## src/rtl/intr_pkg.sv

```systemverilog
// Shared constants, FSM state type and helpers for the interrupt controller.
package intr_pkg;

  localparam int unsigned NUM_IRQ = 8;
  localparam int unsigned VEC_W   = 3;

  localparam int unsigned IRQ_SWKEY = 0;
  localparam int unsigned IRQ_TIMER = 1;

  typedef enum logic [1:0] {
    ST_IDLE    = 2'd0,
    ST_REQ     = 2'd1,
    ST_SERVICE = 2'd2
  } state_e;

  function automatic logic [NUM_IRQ-1:0] onehot(input logic [VEC_W-1:0] idx);
    onehot      = '0;
    onehot[idx] = 1'b1;
  endfunction

endpackage

```

## src/rtl/intr_prio_enc.sv

```systemverilog
// Combinational priority search over active lines, starting at index 'start'
// and wrapping upward; the first active index found wins.
module intr_prio_enc
  import intr_pkg::*;
(
  input  logic [NUM_IRQ-1:0] active,
  input  logic [VEC_W-1:0]   start,
  output logic               any,
  output logic [VEC_W-1:0]   idx
);

  logic [VEC_W-1:0] pos;

  always_comb begin
    any = 1'b0;
    idx = '0;
    pos = '0;
    for (int unsigned k = 0; k < NUM_IRQ; k++) begin
      // VEC_W-bit addition wraps 7 -> 0 for free
      pos = start + VEC_W'(k);
      if (!any && active[pos]) begin
        any = 1'b1;
        idx = pos;
      end
    end
  end

endmodule

```

## src/rtl/intr_ctrl.sv

```systemverilog
// 8-line interrupt controller: edge detect, pending/mask registers, priority
// select and req/ack/done handshake. Optional INTR_ROTATE_PRIO_EN: round-robin.
module intr_ctrl
  import intr_pkg::*;
(
  input  logic               clk,
  input  logic               reset,
  input  logic [NUM_IRQ-1:0] irq_in,
  input  logic               mask_write,
  input  logic               pend_clear,
  input  logic [NUM_IRQ-1:0] writedata,
  output logic [NUM_IRQ-1:0] mask_rdata,
  output logic [NUM_IRQ-1:0] pend_rdata,
  output logic               intr_req,
  output logic [VEC_W-1:0]   intr_vector,
  input  logic               intr_ack,
  input  logic               intr_done
);

  logic [NUM_IRQ-1:0] mask_q, mask_d;
  logic [NUM_IRQ-1:0] pend_q, pend_d;
  logic [NUM_IRQ-1:0] irq_prev_q;
  state_e             state_q, state_d;
  logic               req_q, req_d;
  logic [VEC_W-1:0]   vec_q, vec_d;

  logic [NUM_IRQ-1:0] rise, clr, active;
  logic               ack_take;
  logic               win_any;
  logic [VEC_W-1:0]   win_idx;
  logic [VEC_W-1:0]   prio_start;

  assign rise     = irq_in & ~irq_prev_q;
  assign ack_take = (state_q == ST_REQ) && intr_ack;
  assign clr      = ({NUM_IRQ{pend_clear}} & writedata)
                  | (ack_take ? onehot(vec_q) : '0);
  // rise is OR-ed in after the clear so a same-cycle event is never lost
  assign pend_d   = (pend_q & ~clr) | rise;
  assign mask_d   = mask_write ? writedata : mask_q;
  assign active   = pend_q & mask_q;

`ifdef INTR_ROTATE_PRIO_EN
  logic [VEC_W-1:0] ptr_q, ptr_d;

  assign ptr_d      = ack_take ? vec_q + VEC_W'(1) : ptr_q;
  assign prio_start = ptr_q;

  always_ff @(posedge clk or negedge reset) begin
    if (!reset) ptr_q <= '0;
    else        ptr_q <= ptr_d;
  end
`else
  assign prio_start = '0;
`endif

  intr_prio_enc u_prio_enc (
    .active (active),
    .start  (prio_start),
    .any    (win_any),
    .idx    (win_idx)
  );

  always_comb begin
    state_d = state_q;
    req_d   = req_q;
    vec_d   = vec_q;
    case (state_q)
      ST_IDLE: begin
        if (win_any) begin
          state_d = ST_REQ;
          req_d   = 1'b1;
          vec_d   = win_idx;
        end
      end
      ST_REQ: begin
        // request is committed: mask changes here do not withdraw it
        if (intr_ack) begin
          state_d = ST_SERVICE;
          req_d   = 1'b0;
        end
      end
      ST_SERVICE: begin
        if (intr_done) state_d = ST_IDLE;
      end
      default: begin
        state_d = ST_IDLE;
        req_d   = 1'b0;
      end
    endcase
  end

  always_ff @(posedge clk or negedge reset) begin
    if (!reset) begin
      mask_q     <= '0;
      pend_q     <= '0;
      irq_prev_q <= '0;
      state_q    <= ST_IDLE;
      req_q      <= 1'b0;
      vec_q      <= '0;
    end else begin
      mask_q     <= mask_d;
      pend_q     <= pend_d;
      irq_prev_q <= irq_in;
      state_q    <= state_d;
      req_q      <= req_d;
      vec_q      <= vec_d;
    end
  end

  assign mask_rdata  = mask_q;
  assign pend_rdata  = pend_q;
  assign intr_req    = req_q;
  assign intr_vector = vec_q;

endmodule
```

## config.mk

```make
export PLATFORM = sky130hd
export DESIGN_NAME = intr_ctrl
export DESIGN_NICKNAME = d
export VERILOG_FILES = /design/src/rtl/intr_pkg.sv /design/src/rtl/intr_prio_enc.sv /design/src/rtl/intr_ctrl.sv
export SDC_FILE = /design/constraint.sdc
export NUM_CORES = 1
export LEC_CHECK = 0
export CAP_MARGIN = 20
export CORE_UTILIZATION = 50
export DETAILED_ROUTE_END_ITERATION = 7
export GPL_ROUTABILITY_DRIVEN = 0
export GPL_TIMING_DRIVEN = 1
export PLACE_DENSITY = 0.88
export SKIP_LAST_GASP = 1
export SYNTH_ARGS = -nofsm -noshare
export SYNTH_HDL_FRONTEND = slang
export SYNTH_HIERARCHICAL = 1
export SYNTH_SLANG_ARGS = --single-unit
```

## constraint.sdc

```tcl
create_clock -name clk -period 3.4 [get_ports clk]
set_input_delay 0.68 -clock clk [delete_from_list [all_inputs] [get_ports clk]]
set_output_delay 0.68 -clock clk [all_outputs]
set_load 0.01 [all_outputs]
```

==> results.yml, run 1 <==
floorplanning:
  row_count: 24
  dieArea_mm2: 0.00486
  start_util_pct: 52.3
  dieWidth_um: 69.7
  core-area_mm2: 0.00438
  io_pins: 42
  die_h_um: 69.7
clocking:
  clock_latency_ps: 280
  post_cts_resize_count: 0
  clock-sinks: 30
  cts_buffers: 5
  htree_num_levels: 2
  postCtsHoldBufs: 0
  cts_root_buf: "clkbuf_8"
  cts_setup_buffers: 0
  clk_pin_slew_ps: 60
  cts_tree: "built"
  clk_path_buf_depth: 2
synth:
  synthFlopType: "dfrtp_1"
  synth_top_area_share_pct: 32.7
  yosysSeqAreaShare_pct: 32.7
  synth_cells: 222
  synth_warnings: 6
  synth.ff_latch_count: 30
  synth_cell_type_count: 55
  syn_avg_cell_area_um2: 10.3
  async_reset_ff_share_pct: 100
  synth_edf_count: 0
  synthesis.area_mm2: 0.00229
  synth_area_leaders: "dfrtp_1, mux4_2, mux4_1"
  synth_area_leader_cell: "dfrtp_1"
power_and_ir_drop:
  p_comb_share_pct: 45.3
  ir_drop_mv: 0.509
  leakage_nw: 1.18
  swShare_pct: 35.4
  p_switching_mw: 0.545
  clockPowerShare_pct: 21.3
  finalPower_mw: 1.54
  p_int_mw: 0.993
  power_frac_seq_pct: 33.4
  power_density_mw_per_mm2: 544
cells_and_area:
  antenna_cells: 0
  final_nets: 289
  area_delta_synth_final_pct: 23.3
  final_common_cell: "clkdlybuf4s50_1"
  final_cell_mix: "clkdlybuf4s50_1, dfrtp_1, nand2_1"
  drive_gt1_share_pct: 16.5
  fillers: 330
route:
  drt_first_iter_violations: 188
  wire_per_inst_um: 17.4
  viasPerCell: 6.09
  num_vias: 1938
  totalWireLength_um: 5540
  drtPass1Iterations: 4
  ant_nets: 0
  drc: 0
timing:
  slew_viol_final: 0
  setup_viol: 0
  fin_setup_tns_ps: 0
  fmaxAchievable_ghz: 0.368
  finalHoldViolations: 0
  skew_ps: 5.16
  worstMarginPinSlew_ps: 538
  post-route-period-util_pct: 79.9
  holdWs_ps: 424
  min_period_ps: 2720
  rsz0062_at_grt: "no"
  maxSlewHeadroom_pct: 63.2
global_routing:
  antenna_found_initial: 0
  grt_max_degree: 31
  grt_pass1_wl_um: 9490
  grt_remaining_overflow: 0
  first_global_vias: 1989
  grt.total_usage_pct: 24.4
setup_path:
  cp_top_family: "simple AND/OR/NAND/NOR gates"
  cpPeakStageDelay_ps: 570
  cp_max_fo: 10
  crit_type: "register to register"
  path_cells: "and2_1 -> mux4_1 -> nor2_1 -> o41a_1 -> o21ai_2 -> nor3_2 -> nand2_1 -> nand2b_2 -> a21boi_0 -> o22ai_1"
  r2r-start: "pend_rdata[0]$_DFF_PN0_"
  r2r_end: "intr_req$_DFFE_PN0P_"
  crit_cells: 10
  start_kind: "register"
  worstPathArrival_ps: 2870
  crit_required_ps: 3550
  rrSetupSlack_ps: 680
  worstRegToRegCells: 10
  critPathSlowestCell: "mux4_1"
  critPathLaunch: "pend_rdata[0]$_DFF_PN0_"
  crit_end: "intr_req$_DFFE_PN0P_"
  cp-end-kind: "register"
  cp_num_buf_inv: 0
hold_path:
  hp-class: "register to register"
place:
  dp_hpwl_um: 4080
  portBuffers: 41
outcome:
  outcome: "complete, no violations"
flow_run:
  maxCapViolations: 0
## power groups by stage
| stage | combinational, mW | clock [mW] | sequential, mW |
|---|---|---|---|
| CTS | 0.680 | 0.334 | 0.511 |
| global placement | 0.656 | 0 | 0.510 |
| detailed placement | 0.675 | 0 | 0.513 |
| floorplan | 0.445 | 0 | 0.515 |
| global route | 0.753 | 0.348 | 0.522 |
| finish | 0.697 | 0.328 | 0.514 |
## synth_stat cells, types with 2 or more instances
cell and number:
a21o_1 2, o211ai_1 7, o21ai_0 13, o311ai_1 3, inv_1 17, nand2_1 23
nand2b_1 3, and3_1 3, a21oi_1 9, mux4_2 10, buf_2 7, nor2b_1 2
ha_1 2, dfrtp_1 30, mux2i_1 6, mux2_2 11, and2_1 8, a31oi_1 2
xor2_1 2, o311a_1 2, buf_6 2, o21ai_1 3, nor2_1 12, a22oi_1 2
mux4_1 5, nor4_1 2, a2111oi_0 2, mux2_4 5
## through the flow
step                      utilization [%]  cell area [um2]  std cells  worst slack [ps]
after floorplan                         -             2310        227               876
after global placement               62.0             2720        310               775
after detailed placement             62.0             2720        310               682
after CTS                            64.6             2830        318               674
after global routing                 64.6             2830        318               478
final                                64.6             2830        318               683
## logic make-up (layout without fill, tap and decap cells)
family / Yosys count / count (layout) / synth area share, %
AO/OA/AOI/OAI: 57 / 57 / 17.0
XOR/XNOR: 3 / 3 / 1.15
adder cells (fa/ha/maj): 2 / 2 / 1.09
buffers and inverters: 29 / 68 / 6.27
flip-flops: 30 / 30 / 32.7
multiplexers: 38 / 38 / 27.8
other: 1 / 6 / 0.163
AND/OR/NAND/NOR: 62 / 62 / 13.8
## registers in the layout, summed over array words and instances (netlist names)
name / flops
intr_req: 1
mask_rdata: 8
pend_rdata: 8
state_q: 2
intr_vector: 3
irq_prev_q: 8
## layout make-up
class                      instances  area (um2)  area share (%)
tap                               52        65.1            2.30
timing repair buffer              42         418            14.8
inverter                          18        67.6            2.39
clock buffer                       8         110            3.89
multi-input combinational        168        1420            50.1
sequential                        30         751            26.5
## how the worst min path moves through the flow
stage	start	end	slack [ps]	cells after the start
after CTS	irq_prev_q[7]$_DFF_PN0_	pend_rdata[7]$_DFF_PN0_	420	1
final	irq_prev_q[7]$_DFF_PN0_	pend_rdata[7]$_DFF_PN0_	420	1
after detailed placement	irq_prev_q[0]$_DFF_PN0_	pend_rdata[0]$_DFF_PN0_	420	1
after global placement	irq_prev_q[0]$_DFF_PN0_	pend_rdata[0]$_DFF_PN0_	390	1
after floorplan	reset	intr_req$_DFFE_PN0P_	380	0
after global routing	irq_prev_q[1]$_DFF_PN0_	pend_rdata[1]$_DFF_PN0_	450	1
## routing by layer
layer	GRT usage (%)	part of all wire [%]	vias up
met5	0	0	-
met4	9.78	1.9	0
met3	3.34	4.0	12
met2	41.7	52	64
met1	31.3	42	951
li1	-	-	911
(Power assumes the default switching activity.)
==> inputs of run 2 (changes only) <==
--- a/config.mk
+++ b/config.mk
@@ -6,7 +6,7 @@
 export NUM_CORES = 1
 export LEC_CHECK = 0
 export CAP_MARGIN = 20
-export CORE_UTILIZATION = 50
+export CORE_UTILIZATION = 48
 export DETAILED_ROUTE_END_ITERATION = 7
 export GPL_ROUTABILITY_DRIVEN = 0
 export GPL_TIMING_DRIVEN = 1
==> constraint.sdc (replaced) <==
create_clock -name clk -period 2.2 [get_ports clk]
set_input_delay 0.44 -clock clk [delete_from_list [all_inputs] [get_ports clk]]
set_output_delay 0.44 -clock clk [all_outputs]
set_load 0.01 [all_outputs]
==> run 2 against run 1 <==
The run now ends with negative setup slack left. Sequential share of layout area is 2.9 points lower. Clock power is 36% higher. Total power is 71% higher. Register-to-register slack worse by 860 ps. Final cell count is 13% higher. First-iteration DRC count is 37% higher. Combinational power is 100% higher. Largest cell class unchanged. Critical path depth is 1 lower. Global-route usage is 2.2 points higher. Clock-buffer cell count is 1 lower.
==> results.yml, run 2 (synthesis gave the netlist of run 1 again) <==
outcome:
  outcome: "finished, violations left"
  violations: "negative setup slack"
global_routing:
  grt_use_met2_pct: 47.1
  met1_usage_pct: 31.3
  use_met3_pct: 4.99
  grt_remaining_overflow: 0
  top_usage_layer: "met2"
  grt_max_degree: 31
  first_global_vias: 2292
  grt_pass1_wl_um: 10400
  grt.total_usage_pct: 26.6
  antenna_found_initial: 0
hold_path:
  hp-class: "register to register"
  hold_path_startpoint: "irq_prev_q[4]$_DFF_PN0_"
  min_path_cells: 1
  holdPathEnd: "pend_rdata[4]$_DFF_PN0_"
timing:
  fmaxAchievable_ghz: 0.421
  setup_slack_ps: -177
  skew_ps: 6.74
  post-route-period-util_pct: 108
  min_period_ps: 2380
  rsz0062_at_grt: "yes"
  setup_viol: 4
  finalHoldViolations: 0
  slew_viol_final: 0
clocking:
  clk_path_buf_depth: 2
  htree_num_levels: 2
  postCtsHoldBufs: 0
  cts_root_buf: "clkbuf_8"
  cts_tree: "built"
  cts_buffers: 5
  clock_latency_ps: 280
  clk_pin_slew_ps: 60
  clock-sinks: 30
route:
  drc: 0
  viasPerCell: 6.17
  wire_per_inst_um: 18.1
  num_vias: 2214
  ant_nets: 0
  drt_first_iter_violations: 257
  totalWireLength_um: 6500
  drtPass1Iterations: 4
floorplanning:
  dieArea_mm2: 0.00506
  row_count: 24
  die_h_um: 71.1
  core-area_mm2: 0.00447
  io_pins: 42
  start_util_pct: 51.3
  dieWidth_um: 71.1
setup_path:
  crit_required_ps: 2370
  cp-end-kind: "register"
  critPathMostFrequentCell: "mux2_4"
  path_cells: "and2_4 -> mux4_2 -> mux2_4 -> or2_4 -> nor3_4 -> nand2_2 -> nand2b_4 -> nor2_4 -> mux2_4"
  worstRegToRegCells: 9
  cpPeakStageDelay_ps: 470
  worstPathArrival_ps: 2540
  cp_max_fo: 3
  r2r_end: "intr_vector[0]$_DFFE_PN0P_"
  rrSetupSlack_ps: -180
  crit_type: "register to register"
  r2r-start: "mask_rdata[5]$_DFFE_PN0P_"
  critPathSlowestCell: "mux4_2"
  cp_top_family: "multiplexers"
  start_kind: "register"
  cp_num_buf_inv: 0
  crit_cells: 9
power_and_ir_drop:
  ir_drop_mv: 0.718
  power_density_mw_per_mm2: 829
  leakage_nw: 1.38
place:
  place_ws_ps: -197
  dp_hpwl_um: 4570
  portBuffers: 41
  placed_cell_area_mm2: 0.00302
cells_and_area:
  final_area_mm2: 0.00318
  final_cell_mix: "clkdlybuf4s50_1, buf_4, dfrtp_1"
  antenna_cells: 0
  final_nets: 330
  area_delta_synth_final_pct: 38.5
  drive_gt1_share_pct: 31.9
flow_run:
  maxCapViolations: 0
run 2: cell count changes in the layout (fill, tap and decap cells not counted), moves of 2 or more:
cell	change
clkbuf_8	-2
and2_1	-3
nor2_1	-3
nor2_2	+3
buf_4	+40
and2_4	+3
a21oi_1	-2
a21oi_2	+2
run 2: worst reg2reg max path: cells and delay by family (launching register included):
kind	cells	cell delay, ps
DFF	1	390
and+or+nand+nor	6	810
muxes	3	1070
run 2: area by class of cell:
class | instances | area (um2)
sequential | 30 | 751
clock buffer | 7 | 86.3
clock inverter | 1 | 5.00
inverter | 18 | 67.6
fill | 280 | 1290
tap | 52 | 65.1
timing repair buffer | 83 | 729
multi-input combinational | 168 | 1480
run 2: how the worst max path moves through the flow:
stage,start,end,slack [ps]
floorplan,pend_rdata[5]$_DFF_PN0_,intr_vector[0]$_DFFE_PN0P_,-290
global placement,pend_rdata[5]$_DFF_PN0_,intr_vector[2]$_DFFE_PN0P_,-160
detailed placement,pend_rdata[5]$_DFF_PN0_,intr_vector[0]$_DFFE_PN0P_,-200
CTS,mask_rdata[5]$_DFFE_PN0P_,intr_vector[1]$_DFFE_PN0P_,-150
global route,mask_rdata[5]$_DFFE_PN0P_,intr_vector[2]$_DFFE_PN0P_,-240
finish,mask_rdata[5]$_DFFE_PN0P_,intr_vector[0]$_DFFE_PN0P_,-180
run 2: layer usage:
layer  up-vias  part of all wire [%]
met5         -                     0
met4         0                   2.6
met3        23                   5.3
met1      1097                    41
met2       101                    51
li1        993                     -
run 2: power by group:
| part | switching [mW] | internal [mW] | total, mW |
|---|---|---|---|
| clock | 0.194 | 0.252 | 0.445 |
| sequential | 0.126 | 0.657 | 0.783 |
| combinational | 0.629 | 0.778 | 1.41 |
| total | 0.949 | 1.69 | 2.64 |
run 2: through the flow:
step / util [%] / power, mW / hold WS, ps / cells / TNS, ps
2_1_floorplan: - / 1.52 / 144 / 227 / -1080
3_3_place_gp: 67.6 / 2.02 / 400 / 347 / -541
3_5_place_dp: 67.6 / 2.07 / 414 / 347 / -667
4_1_cts: 69.9 / 2.55 / 415 / 356 / -478
5_1_grt: 71.1 / 2.77 / 420 / 359 / -883
6_report: 71.1 / 2.64 / 416 / 359 / -582
run 2: repair_timing:
action / in CTS / in global routing
resized for setup: 2 / 10
pin swaps: 6 / 1
endpoints found under the setup margin: 4 / 5
setup buffers: 1 / 3
==> inputs of run 3 (changes only) <==
--- a/config.mk
+++ b/config.mk
@@ -5,12 +5,12 @@
 export SDC_FILE = /design/constraint.sdc
 export NUM_CORES = 1
 export LEC_CHECK = 0
-export CAP_MARGIN = 20
+export CAP_MARGIN = 5
 export CORE_UTILIZATION = 48
 export DETAILED_ROUTE_END_ITERATION = 7
 export GPL_ROUTABILITY_DRIVEN = 0
 export GPL_TIMING_DRIVEN = 1
-export PLACE_DENSITY = 0.88
+export PLACE_DENSITY = 0.74
 export SKIP_LAST_GASP = 1
 export SYNTH_ARGS = -nofsm -noshare
 export SYNTH_HDL_FRONTEND = slang
==> run 3 against run 2 <==
The flow still finishes with violations (negative setup slack). Register-to-register slack better by 40 ps. Final area up 1.1%. Final cell count up 0.28%. Die area unchanged. Utilization up 0.81 points. First-iteration DRC count down 21%. Maximum frequency up 1.8%. Clock-buffer cell count down 1. Critical endpoint unchanged. Largest power group unchanged.
==> results.yml, run 3 (synthesis gave the netlist of run 1 again) <==
place:
  dp_hpwl_um: 4510
  placed_cell_area_mm2: 0.00304
  place_ws_ps: -182
  portBuffers: 41
outcome:
  violations: "negative setup slack"
  outcome: "finished, violations left"
flow_run:
  maxCapViolations: 0
setup_path:
  cp_top_family: "multiplexers"
  cp_max_fo: 3
  cpPeakStageDelay_ps: 470
  worstPathArrival_ps: 2500
  cp_num_buf_inv: 0
  r2r-start: "pend_rdata[5]$_DFF_PN0_"
  rrSetupSlack_ps: -140
  crit_type: "register to register"
  worstRegToRegCells: 9
  r2r_end: "intr_vector[0]$_DFFE_PN0P_"
  crit_cells: 9
  path_cells: "and2_4 -> mux4_2 -> mux2_4 -> or2_4 -> nor3_4 -> nand2_2 -> nand2b_4 -> nor2_4 -> mux2_4"
  crit_required_ps: 2360
  cp-end-kind: "register"
  critPathSlowestCell: "mux4_2"
  critPathMostFrequentCell: "mux2_4"
  start_kind: "register"
cells_and_area:
  fin_util_pct: 71.9
  antenna_cells: 0
  drive_gt1_share_pct: 32.8
  final_area_mm2: 0.00322
  final_nets: 333
  final_cell_mix: "buf_4, clkdlybuf4s50_1, dfrtp_1"
  area_delta_synth_final_pct: 40.1
  final_common_cell: "buf_4"
clocking:
  clock_latency_ps: 280
  cts_root_buf: "clkbuf_8"
  cts_buffers: 5
  clk_pin_slew_ps: 60
  clock-sinks: 30
  htree_num_levels: 2
  cts_tree: "built"
  postCtsHoldBufs: 0
  clk_path_buf_depth: 2
timing:
  slew_viol_final: 0
  fmaxAchievable_ghz: 0.428
  min_period_ps: 2340
  skew_ps: 5.52
  setup_viol: 4
  finalHoldViolations: 0
  rsz0062_at_grt: "yes"
  post-route-period-util_pct: 106
  setup_slack_ps: -136
floorplanning:
  dieArea_mm2: 0.00506
  start_util_pct: 51.3
  dieWidth_um: 71.1
  die_h_um: 71.1
  io_pins: 42
  core-area_mm2: 0.00447
  row_count: 24
hold_path:
  hp-class: "register to register"
  min_path_cells: 1
  holdPathEnd: "pend_rdata[0]$_DFF_PN0_"
  hold_path_startpoint: "irq_prev_q[0]$_DFF_PN0_"
route:
  drc: 0
  ant_nets: 0
  drtPass1Iterations: 4
  viasPerCell: 5.85
  totalWireLength_um: 6250
  drt_first_iter_violations: 203
  wire_per_inst_um: 17.4
  num_vias: 2105
power_and_ir_drop:
  leakage_nw: 1.39
  finalPower_mw: 2.61
  ir_drop_mv: 0.716
  power_density_mw_per_mm2: 812
global_routing:
  grt.total_usage_pct: 26.5
  grt_remaining_overflow: 0
  antenna_found_initial: 0
  grt_max_degree: 31
  first_global_vias: 2186
  grt_pass1_wl_um: 10300
## run 3: cell types whose count changed in the layout (fill, tap and decap cells not counted), sizes merged
cell / change
buf: +3
clkinv: -1
clkbuf: -1
## run 3: metal layers
layer,share of wire [%],global-route usage [%],vias up,wire length [um]
met5,0,0,-,0
met4,2.0,10.9,0,125
met3,4.4,3.85,12,272
met2,50,44.6,70,3120
met1,44,34.5,1031,2740
li1,-,-,992,-
## run 3: through the flow
stage	cells	hold WS (ps)	setup TNS [ps]
finish	360	416	-451
global route	360	434	-645
CTS	357	413	-481
detailed placement	349	405	-655
global placement	349	399	-510
floorplan	227	144	-1080
## run 3: how the worst max path moves through the flow
stage	from	to	slack, ps
floorplan	pend_rdata[5]$_DFF_PN0_	intr_vector[0]$_DFFE_PN0P_	-290
global placement	pend_rdata[5]$_DFF_PN0_	intr_vector[2]$_DFFE_PN0P_	-150
detailed placement	mask_rdata[4]$_DFFE_PN0P_	intr_vector[1]$_DFFE_PN0P_	-180
CTS	pend_rdata[5]$_DFF_PN0_	intr_vector[1]$_DFFE_PN0P_	-140
global route	pend_rdata[0]$_DFF_PN0_	intr_vector[2]$_DFFE_PN0P_	-180
finish	pend_rdata[5]$_DFF_PN0_	intr_vector[0]$_DFFE_PN0P_	-140
## run 3: layout make-up
type | instances | area [um2]
Multi-Input combinational cell | 168 | 1500
Inverter | 18 | 67.6
Clock buffer | 6 | 82.6
Fill cell | 324 | 1260
Sequential cell | 30 | 751
Timing Repair Buffer | 86 | 748
Tap cell | 52 | 65.1
## run 3: power by group
group / leakage, nW / internal [mW] / switching [mW]
sequential: 0.349 / 0.657 / 0.127
clock: 0.0431 / 0.240 / 0.184
combinational: 1.00 / 0.782 / 0.619
## run 3: timing repair
| item | 4_1_cts | 5_1_grt |
|---|---|---|
| pin swaps | 1 | 1 |
| gates resized for setup | 3 | 14 |
| buffers inserted | 2 | 3 |
| endpoints found under the setup margin | 4 | 4 |
